File: config.mk
export PLATFORM = sky130hd
export DESIGN_NAME = irrigation_timer
export DESIGN_NICKNAME = d
export VERILOG_FILES = /design/src/rtl/irrigation_timer.sv
export SDC_FILE = /design/constraint.sdc
export NUM_CORES = 1
export LEC_CHECK = 0
export ABC_AREA = 1
export CORE_ASPECT_RATIO = 1.5
export CORE_MARGIN = 4
export CORE_UTILIZATION = 46
export DETAILED_ROUTE_END_ITERATION = 10
export GPL_TIMING_DRIVEN = 0
export PLACE_DENSITY_LB_ADDON = 0.15
export SLEW_MARGIN = 20
export SYNTH_ARGS = -nofsm -noshare
export SYNTH_HDL_FRONTEND = slang
export SYNTH_SLANG_ARGS = --single-unit
export TNS_END_PERCENT = 10
File: constraint.sdc
create_clock -name clk_fg -period 1.1 [get_ports clk_fg]
set_input_delay 0.275 -clock clk_fg [delete_from_list [all_inputs] [get_ports clk_fg]]
set_output_delay 0.275 -clock clk_fg [all_outputs]
set_load 0.01 [all_outputs]
File: src/rtl/irrigation_timer.sv
// Phase countdown timer: BCD seconds preset on load, decremented by a 1 Hz prescaler tick.
// Optional macro TIMER_PAUSE_EN adds a `hold` input that freezes the countdown while running.
module irrigation_timer #(
   parameter int CLK_HZ     = 224,
   parameter int T_CLEAN    = 15,
   parameter int T_SPRINKLE = 30,
   parameter int T_DRIP     = 39,
   parameter int T_FILL     = 20
) (
   input  logic       clk_fg,
   input  logic       init_pulse,
   input  logic [1:0] states,
   input  logic [1:0] irr_type,
`ifdef TIMER_PAUSE_EN
   input  logic       hold,
`endif
   input  logic       load,
   output logic [1:0] ds,
   output logic [3:0] us,
   output logic       expired,
   output logic       clean_done,
   output logic       tick_1hz
);

   localparam int PW = (CLK_HZ > 1) ? $clog2(CLK_HZ) : 1;
   localparam logic [PW-1:0] P_MAX = PW'(CLK_HZ - 1);

   localparam logic [5:0] B_CLEAN = {2'(T_CLEAN / 10), 4'(T_CLEAN % 10)};
   localparam logic [5:0] B_SPR   = {2'(T_SPRINKLE / 10), 4'(T_SPRINKLE % 10)};
   localparam logic [5:0] B_DRIP  = {2'(T_DRIP / 10), 4'(T_DRIP % 10)};
   localparam logic [5:0] B_FILL  = {2'(T_FILL / 10), 4'(T_FILL % 10)};

   typedef enum logic [1:0] {
      S_IDLE,
      S_RUN,
      S_DONE
   } state_t;

   state_t          r_state;
   state_t          w_state_nxt;
   logic [PW-1:0]   r_presc;
   logic [1:0]      r_ds;
   logic [3:0]      r_us;
   logic [1:0]      w_ds_nxt;
   logic [3:0]      w_us_nxt;
   logic [5:0]      w_preset;
   logic            w_hold;
   logic            w_freeze;
   logic            w_tick;
   logic            w_enter_done;
   logic            r_expired;
   logic            r_clean_done;

`ifdef TIMER_PAUSE_EN
   assign w_hold = hold;
`else
   assign w_hold = 1'b0;
`endif

   assign w_freeze = w_hold && (r_state == S_RUN);
   assign w_tick   = (r_presc == P_MAX) && !w_freeze;

   assign ds         = r_ds;
   assign us         = r_us;
   assign expired    = r_expired;
   assign clean_done = r_clean_done;
   assign tick_1hz   = w_tick;

   always_comb begin
      w_preset = 6'd0;
      case (states)
         2'b01: w_preset = B_CLEAN;
         2'b10: begin
            case (irr_type)
               2'b01:   w_preset = B_SPR;
               2'b10:   w_preset = B_DRIP;
               default: w_preset = 6'd0;
            endcase
         end
         2'b11:   w_preset = B_FILL;
         default: w_preset = 6'd0;
      endcase
   end

   // Load has priority over the tick, so a coincident tick is dropped.
   always_comb begin
      w_state_nxt  = r_state;
      w_ds_nxt     = r_ds;
      w_us_nxt     = r_us;
      w_enter_done = 1'b0;
      if (load) begin
         if (states == 2'b00) begin
            w_state_nxt = S_IDLE;
            w_ds_nxt    = 2'd0;
            w_us_nxt    = 4'd0;
         end else begin
            w_ds_nxt = w_preset[5:4];
            w_us_nxt = w_preset[3:0];
            if (w_preset == 6'd0) begin
               w_state_nxt  = S_DONE;
               w_enter_done = 1'b1;
            end else begin
               w_state_nxt = S_RUN;
            end
         end
      end else if (r_state == S_RUN && w_tick) begin
         if (r_ds == 2'd0 && r_us == 4'd0) begin
            w_state_nxt  = S_DONE;
            w_enter_done = 1'b1;
         end else begin
            if (r_us == 4'd0) begin
               w_us_nxt = 4'd9;
               w_ds_nxt = r_ds - 2'd1;
            end else begin
               w_us_nxt = r_us - 4'd1;
            end
            if (r_ds == 2'd0 && r_us == 4'd1) begin
               w_state_nxt  = S_DONE;
               w_enter_done = 1'b1;
            end
         end
      end
   end

   always_ff @(posedge clk_fg or posedge init_pulse) begin
      if (init_pulse) begin
         r_presc <= '0;
      end else if (load) begin
         r_presc <= '0;
      end else if (!w_freeze) begin
         r_presc <= (r_presc == P_MAX) ? '0 : r_presc + 1'b1;
      end
   end

   always_ff @(posedge clk_fg or posedge init_pulse) begin
      if (init_pulse) begin
         r_state      <= S_IDLE;
         r_ds         <= 2'd0;
         r_us         <= 4'd0;
         r_expired    <= 1'b0;
         r_clean_done <= 1'b0;
      end else begin
         r_state      <= w_state_nxt;
         r_ds         <= w_ds_nxt;
         r_us         <= w_us_nxt;
         r_expired    <= (w_state_nxt == S_DONE) && (states != 2'b00);
         r_clean_done <= w_enter_done && (states == 2'b01);
      end
   end

endmodule

### Yosys cells after proc, flatten, opt, wreduce, memory -nomap -nowiden

Index checks and enable logic that the tools add are counted.

| word-level totals | value |
|---|---|
| register bits | 18 |
| bits in latches | 0 |
| bits in writable memories | 0 |
| ROM bits | 0 |
| input bits | 7 |
| output and inout bits | 9 |
| logic and storage cells | 59 |
| memories | 0 |

| cells by class | value |
|---|---|
| $add $sub $neg | 3 |
| multiply operators | 0 |
| div/mod/pow operators | 0 |
| order comparisons | 0 |
| equality and inequality tests | 10 |
| shift operators | 0 |
| mux-type cells | 26 |
| bitwise operators | 0 |
| reduce and logical (&&, ||, !) cells | 14 |

Operator list:

| cell | count |
|---|---|
| 2-bit 2-to-1 mux | 11 |
| 4-bit 2-to-1 mux | 5 |
| 6-bit case mux with 3 select lines | 1 |
| 8-bit 2-to-1 mux | 2 |
| 6-bit case mux with 2 select lines | 1 |
| 8-bit by 1-bit adder with 8-bit output, second input constant | 1 |
| 2-bit equality test, second input constant | 4 |
| 8-bit equality test, second input constant | 1 |
| 2-bit by 1-bit equality test with 1-bit output, second input constant | 3 |
| 6-bit logical NOT | 1 |
| 1-bit 2-to-1 mux | 6 |
| 2-bit nonzero test | 3 |
| 1-bit logical AND | 5 |
| 4-bit by 1-bit equality test with 1-bit output, second input constant | 1 |
| 2-bit logical NOT | 2 |
| 4-bit logical NOT | 1 |
| 4-bit by 1-bit subtractor with 4-bit output, second input constant | 1 |
| 3-bit AND reduction | 1 |
| 2-bit inequality test, second input constant | 1 |
| 2-bit AND reduction | 1 |
| 2-bit by 1-bit subtractor with 2-bit output, second input constant | 1 |

### Logic depth before layout (Yosys ltp)

Gate-level depths: netlist of run 1.

| depth | value |
|---|---|
| depth in word-level cells | 9 |
| depth in mapped cells | 9 |
| depth with buffers taken out | 9 |

### Least setup slack after synthesis of run 1

OpenSTA, ideal clock, no wires.

| timing | value |
|---|---|
| path type | reg-to-reg |
| start point | register r_presc[0] |
| end point | register r_ds[0], in the netlist ds[0] |
| library setup time | 0.122 ns |
| arrival time | 1.171 ns |
| required time | 0.978 ns |
| setup slack | -0.193 ns |
| cell stages (with the launch flop) | 9 |
| path buffers | 0 |
| clock period less this slack | 1.293 ns |
| cells stage by stage | dfrtp_1 -> ha_1 -> nand3_2 -> nor2_4 -> nand2_2 -> nand2_2 -> nand3_2 -> nand2_1 -> o21ai_1 |

| between the ends | value |
|---|---|
| cells in the longest elaborated chain, start to end | 4 |

Ends and longest elaborated chain:

| what | line | source |
|---|---|---|
| from (decl) | 41 | `logic [PW-1:0] r_presc;` |
| from (signal assigned) | 131 | `r_presc <= (r_presc == P_MAX) ? '0 : r_presc + 1'b1;` |
| 8-bit equality test | 61 | `assign w_tick = (r_presc == P_MAX) && !w_freeze;` |
| via tick_1hz | 22 | `output logic tick_1hz` |
| 1-bit logical AND | 106 | `end else if (r_state == S_RUN && w_tick) begin` |
| 2-bit nonzero test (no line) | -- |  |
| 3-bit AND reduction (no line) | -- |  |
| to (signal assigned) | 144 | `r_ds <= w_ds_nxt;` |
| to (decl) | 42 | `logic [1:0] r_ds;` |

The timed path passes the listed nets, and every way through them passes these cells.
A chain may end at the register's enable or synchronous reset.

### Worst setup path after layout of run 1

| timing | value |
|---|---|
| start point | register r_us[0], in the netlist us[0] |
| end point | register r_us[1], in the netlist us[1] |

| between the ends | value |
|---|---|
| cells in the longest elaborated chain, start to end | 5 |
| elaborated cells on any way between the ends | 9 |
| those cells by class | add/sub (1); eq/ne (1); mux (4); reduce/logical (3) |

Ends and longest elaborated chain:

| what | line | source |
|---|---|---|
| from (decl) | 43 | `logic [3:0] r_us;` |
| from (signal assigned) | 145 | `r_us <= w_us_nxt;` |
| 4-bit by 1-bit subtractor with 4-bit output or 4-bit logical NOT (tied branches) | 115, 107, 111 |  |
| 4-bit 2-to-1 mux | 111 | `if (r_us == 4'd0) begin` |
| 4-bit 2-to-1 mux | 107 | `if (r_ds == 2'd0 && r_us == 4'd0) begin` |
| 4-bit 2-to-1 mux | 106 |  |
| 4-bit 2-to-1 mux | 91 | `if (load) begin` |

Parallel ways exist; a longest one is shown, timed or not. The select of a mux whose other input is x is not followed.

==> results of run 1 <==
## worst reg2reg max path, stage by stage, from the launching register on
cell	delay, ps
dfrtp_1	390
buf_4	150
inv_4	60
ha_4	140
nand4_1	260
nand2_4	200
nand2_1	70
o31ai_1	70
## worst paths after layout
check | startpoint | endpoint | slack, ps | depth (start not counted)
max | us[0] | us[1] | -340 | 7
min | init_pulse | expired | 390 | 2
max reg2reg | us[0] | us[1] | -340 | 7
min reg2reg | ds[1] | ds[1] | 540 | 2
max in group asynchronous | init_pulse | us[0] | 260 | 2
min in group clk_fg | ds[1] | ds[1] | 540 | 2
## what timing repair did
action,in CTS,in global routing
pin swaps,5,3
setup endpoints to repair,25,26
gates resized for setup,44,8
buffers inserted,9,0
## power by group
group / leakage [nW] / total, mW / internal [mW] / switching, mW
clock: 0.0210 / 0.411 / 0.201 / 0.209
combinational: 0.399 / 0.771 / 0.337 / 0.434
sequential: 0.237 / 0.810 / 0.751 / 0.0582
## per-layer routing
layer | vias to the layer above | share of wire, % | track usage [%]
met5 | - | 0 | 0
met4 | 0 | 1.9 | 4.27
met3 | 6 | 3.1 | 1.64
met2 | 20 | 55 | 31.7
met1 | 425 | 39 | 19.5
li1 | 462 | - | -
## cell families after synthesis
family                     Yosys count
and+or+nand+nor                     64
buffers and inverters               18
DFF                                 18
AOI/OAI and AO/OA                   16
xor gates and xnor gates             5
adders and majority gates            5
## Yosys cell counts
library cell   n  area, sq um
dfrtp_1       18          450
nor3_1         1         5.00
a21oi_1        5         25.0
nand3_2        2         20.0
nand2_2        3         18.8
inv_1         15         56.3
o21ai_0        4         20.0
nor2_1        18         67.6
a31oi_1        1         6.26
nand3_1        8         40.0
nand4_1        2         12.5
nand2_1       25         93.8
nor2_4         1         11.3
and3_1         1         6.26
clkbuf_1       2         7.51
nand3b_1       2         15.0
o31ai_1        1         7.51
ha_1           5         62.6
o22ai_1        1         6.26
inv_2          1         3.75
xor2_1         2         17.5
o21ai_1        4         20.0
nor3b_1        1         7.51
xnor2_1        3         26.3
## stage by stage
| step | hold slack [ps] | setup WS (ps) |
|---|---|---|
| 2_1_floorplan | 214 | -122 |
| 3_3_place_gp | 482 | -483 |
| 3_5_place_dp | 492 | -540 |
| 4_1_cts | 416 | -353 |
| 5_1_grt | 452 | -391 |
| 6_report | 392 | -338 |
## flip-flops by register name, indices dropped and copies added (netlist names)
name	flops
r_presc	8
us	4
clean_done	1
ds	2
expired	1
r_state	2
## area by class of cell
| class | count | area (sq um) | share of cell area, % |
|---|---|---|---|
| plain buffers | 2 | 10.0 | 0.757 |
| clock buffers | 4 | 36.3 | 2.74 |
| inverters | 16 | 62.6 | 4.73 |
| multi-input cells | 90 | 557 | 42.1 |
| flip-flops and latches | 18 | 450 | 34.1 |
| well taps | 22 | 27.5 | 2.08 |
| repair buffers | 24 | 179 | 13.5 |
==> results.sh, run 1 <==
export IMPL_status="finished with violations"
export IMPL_violations="setup timing"
export IMPL_gp_congestion=0.806
export IMPL_p_total_mw=1.99
export IMPL_cts_buffer_depth=2
export IMPL_path_max_fanout=6
export IMPL_drt_iter0_markers=31
export IMPL_fin_ws_ps=-338
export IMPL_fin_area_sq_mm=0.00132
export IMPL_clk_latency_ps=290
export IMPL_dpl_hpwl_um=1550
export IMPL_place_area_sq_mm=0.00122
export IMPL_synthAdderAreaFrac_pct=6.21
export IMPL_cp_slowest_cell="dfrtp_1"
export IMPL_critical_path_max_stage_delay_ps=390
export IMPL_ys_seq_area_share_pct=44.7
export IMPL_tightestPinTransition_ps=705
export IMPL_yosys_area_share_xor_xnor_pct=4.35
export IMPL_cts_buffers=3
export IMPL_nets=167
export IMPL_cts_tree="yes"
export IMPL_final_cell_mix="24 x nand2_1, 18 x dfrtp_1, 16 x nor2_1"
export IMPL_fin_crit_ps=1440
export IMPL_grt_max_degree=19
export IMPL_fin_cells=176
export IMPL_path_class="reg2reg"
export IMPL_synth_area_per_cell_sq_um=7.99
export IMPL_worstPathCellList="buf_4, inv_4, ha_4, nand4_1, nand2_4, nand2_1, o31ai_1"
export IMPL_area_growth_pct=31.3
export IMPL_timing_final_crit_share_pct=131
export IMPL_remaining_drc_errors=0
export IMPL_htree_levels=1
export IMPL_gr_usage_all_layers_pct=17.0
export IMPL_drive_gt1_share_pct=27.3
export IMPL_ios=16
export IMPL_grt_pass1_vias=942
export IMPL_crit_buf_inv=2
export IMPL_fillers=185
export IMPL_hp_class="in2async"
export IMPL_synth_compound_gate_area_share_pct=8.45
export IMPL_synthSimpleGateAreaFrac_pct=29.6
export IMPL_synth_nets=138
export IMPL_hold_violations=0
export IMPL_utilization_pct=64.5
export IMPL_via_count=913
export IMPL_finalWirelength_um=2160
export IMPL_drv_cap=0
export IMPL_powerDensity_mw_per_mm2=1510
export IMPL_tns_ps=-3500
export IMPL_die_h_um=65.3
export IMPL_muxShareOfSynthArea_pct=0
export IMPL_drt_vias_per_instance=5.19
export IMPL_slew_limit_headroom_pct=52.9
export IMPL_worstPathRequired_ps=1300
export IMPL_cts_hold_buffers_added=0
export IMPL_report_final_slew_viol_count=0
export IMPL_p_leak_nw=0.657
export IMPL_arrival_ps=1630
export IMPL_grt_overflow=0
export IMPL_synth_top_family_by_area="simple AND/OR/NAND/NOR gates"
export IMPL_synth_distinct_cells=24
export IMPL_layout_commonest_cell="nand2_1"
export IMPL_ant_nets=0
export IMPL_die_w_um=46.2
export IMPL_start_util_pct=49.1
export IMPL_end_kind="flop"
export IMPL_clock_skew_ps=1.49
export IMPL_n_antenna_cell=0
export IMPL_clk_pin_slew_ps=110
export IMPL_cts_root_buf="clkbuf_4"
export IMPL_synth_area_sq_mm=0.00101
export IMPL_die_area_sq_mm=0.00302
export IMPL_core_area_sq_mm=0.00205
export IMPL_wl_per_cell_um=12.3
export IMPL_rows=20
export IMPL_rsz0062_at_grt="true"
export IMPL_finalSetupViolations=20
export IMPL_cp_start_kind="flop"
export IMPL_timing_fmax_mhz=695
export IMPL_ir_drop_mv=0.912
export IMPL_syn_instance_count=126
export IMPL_grt_antenna_before_repair=0
export IMPL_port_buffers=15
export IMPL_place_inst=163
export IMPL_ys_ff_latch=18
export IMPL_first_pass_iters=4
export IMPL_clock_sinks=18
export IMPL_yosys_warnings=0
export IMPL_critPathTopFamily="simple AND/OR/NAND/NOR gates"
export IMPL_grt_pass1_wl_um=3900
(Power assumes the default switching activity.)
==> inputs of run 2 (changes only) <==
Settings changed: CAP_MARGIN from default to 15, CORE_UTILIZATION 46 to 25.
==> run 2 against run 1 <==
Effect of this change: the run still ends with setup timing left; core utilization fell by 28 points; register-to-register slack improved by 70 ps; global-route usage fell by 7.5 points.
==> results.sh, run 2 (synthesis gave the netlist of run 1 again) <==
export IMPL_htree_levels=1
export IMPL_layout_commonest_cell="nand2_1"
export IMPL_nets=169
export IMPL_hold_violations=0
export IMPL_multiInputGateArea_sq_um=592
export IMPL_drt_iter0_markers=10
export IMPL_report_final_slew_viol_count=0
export IMPL_grt_pass1_vias=896
export IMPL_core_area_sq_mm=0.00392
export IMPL_fillers=443
export IMPL_register_area_sq_um=450
export IMPL_worstPathRequired_ps=820
export IMPL_path_class="reg2out"
export IMPL_p_int_mw=1.45
export IMPL_slew_limit_headroom_pct=51.5
export IMPL_gp_congestion=0.737
export IMPL_clock_sinks=18
export IMPL_timing_final_crit_share_pct=126
export IMPL_timing_fmax_mhz=722
export IMPL_grt_overflow=0
export IMPL_die_area_sq_mm=0.00513
export IMPL_final_cell_mix="22 x nand2_1, 18 x dfrtp_1, 12 x nor2_1"
export IMPL_via_count=927
export IMPL_hp_class="in2async"
export IMPL_tightestPinTransition_ps=726
export IMPL_cp_start_kind="flop"
export IMPL_rsz0062_at_grt="true"
export IMPL_grt_antenna_before_repair=0
export IMPL_finalSetupViolations=20
export IMPL_cts_hold_buffers_added=0
export IMPL_violations="setup timing"
export IMPL_rows=28
export IMPL_wl_per_cell_um=11.6
export IMPL_cts_buffers=3
export IMPL_path_max_fanout=2
export IMPL_cts_root_buf="clkbuf_8"
export IMPL_gr_usage_all_layers_pct=9.55
export IMPL_largest_register_ffs=8
export IMPL_clk_latency_ps=260
export IMPL_p_clk_share_pct=25.8
export IMPL_switching_share_pct=34.2
export IMPL_remaining_drc_errors=0
export IMPL_clock_skew_ps=1.36
export IMPL_arrival_ps=1110
export IMPL_n_antenna_cell=0
export IMPL_regMostFlops="r_presc"
export IMPL_dpl_worst_slack_ps=-529
export IMPL_grt_pass1_wl_um=3820
export IMPL_drt_vias_per_instance=4.61
export IMPL_power_switching_mw=0.756
export IMPL_dpl_hpwl_um=1680
export IMPL_finalWirelength_um=2330
export IMPL_p_leak_nw=0.679
export IMPL_fin_ws_ps=-285
export IMPL_ir_drop_mv=0.689
export IMPL_worst_hold_slack_ps=431
export IMPL_fin_cells=201
export IMPL_drive_gt1_share_pct=34.6
export IMPL_ios=16
export IMPL_cts_tree="yes"
export IMPL_seq_power_share_pct=37.3
export IMPL_powerDensity_mw_per_mm2=1540
export IMPL_p_total_mw=2.21
export IMPL_die_w_um=59.8
export IMPL_drv_cap=0
export IMPL_clk_pin_slew_ps=80
export IMPL_grt_max_degree=19
export IMPL_status="finished with violations"
export IMPL_area_growth_pct=42.6
export IMPL_ant_nets=0
export IMPL_start_util_pct=25.7
export IMPL_port_buffers=15
export IMPL_p_comb_share_pct=36.9
export IMPL_first_pass_iters=4
export IMPL_fin_crit_ps=1390
export IMPL_end_kind="primary output"
export IMPL_place_inst=186
export IMPL_die_h_um=85.7
export IMPL_cts_buffer_depth=2
run 2: cell types whose count changed in the layout (fill, tap and decap cells not counted), sizes merged:
cell / before / now
buf: 18 / 21
clkbuf: 6 / 5
run 2: path summary, 6_finish.rpt:
path,cells past startpoint,startpoint,endpoint,slack [ps]
min in group clk_fg,2,ds[1],ds[1],520
max in group asynchronous,2,init_pulse,r_presc[1],210
worst max register to register,7,us[0],us[3],-270
worst min register to register,2,ds[1],ds[1],520
worst min-delay path,2,init_pulse,us[0],430
worst max-delay path,4,r_presc[0],tick_1hz,-290
run 2: worst max-delay path, stage by stage (launching register included):
cell,delay (ps)
dfrtp_1,390
ha_4,160
nand3_4,70
nor2_4,120
buf_6,110
run 2: per-stage QoR:
stage                     setup TNS, ps  utilization [%]  cell area, sq um
after global placement            -9020             31.8              1250
after detailed placement          -9710             31.8              1250
final                             -3170             36.6              1440
after floorplan                   -1060                -              1040
after global routing              -5020             36.6              1440
after CTS                         -4020             34.3              1350
run 2: what timing repair did:
item                                    CTS  global route
cloned                                    0             0
resized for setup                        41            23
pin swaps                                 6            11
setup buffers                             9             3
endpoints found under the setup margin   26            23
run 2: layout make-up:
type                       instances  area share, %
timing repair buffer              27           15.0
tap                               45           3.92
clock buffer                       4           3.83
sequential                        18           31.4
inverter                          16           4.36
buffer                             1          0.348
multi-input combinational         90           41.2
run 2: routing by layer:
layer / vias to the layer above / share of wire (%) / GRT usage (%)
li1: 470 / - / -
met1: 438 / 42 / 12.4
met2: 16 / 53 / 15.6
met3: 3 / 4.2 / 1.96
met4: 0 / 0.82 / 3.02
met5: - / 0 / 0
run 2: power by group through the flow:
stage / clock network (mW) / logic, mW / registers, mW
finish: 0.570 / 0.816 / 0.825
global route: 0.608 / 0.902 / 0.847
CTS: 0.584 / 0.730 / 0.825
detailed placement: 0 / 0.693 / 0.861
global placement: 0 / 0.680 / 0.859
floorplan: 0 / 0.395 / 0.883
==> inputs of run 3 (changes only) <==
Settings changed: CORE_UTILIZATION 25 to 46.
==> results of run 3 <==
No change in the layout: final DEF, timing and power equal those of run 1.
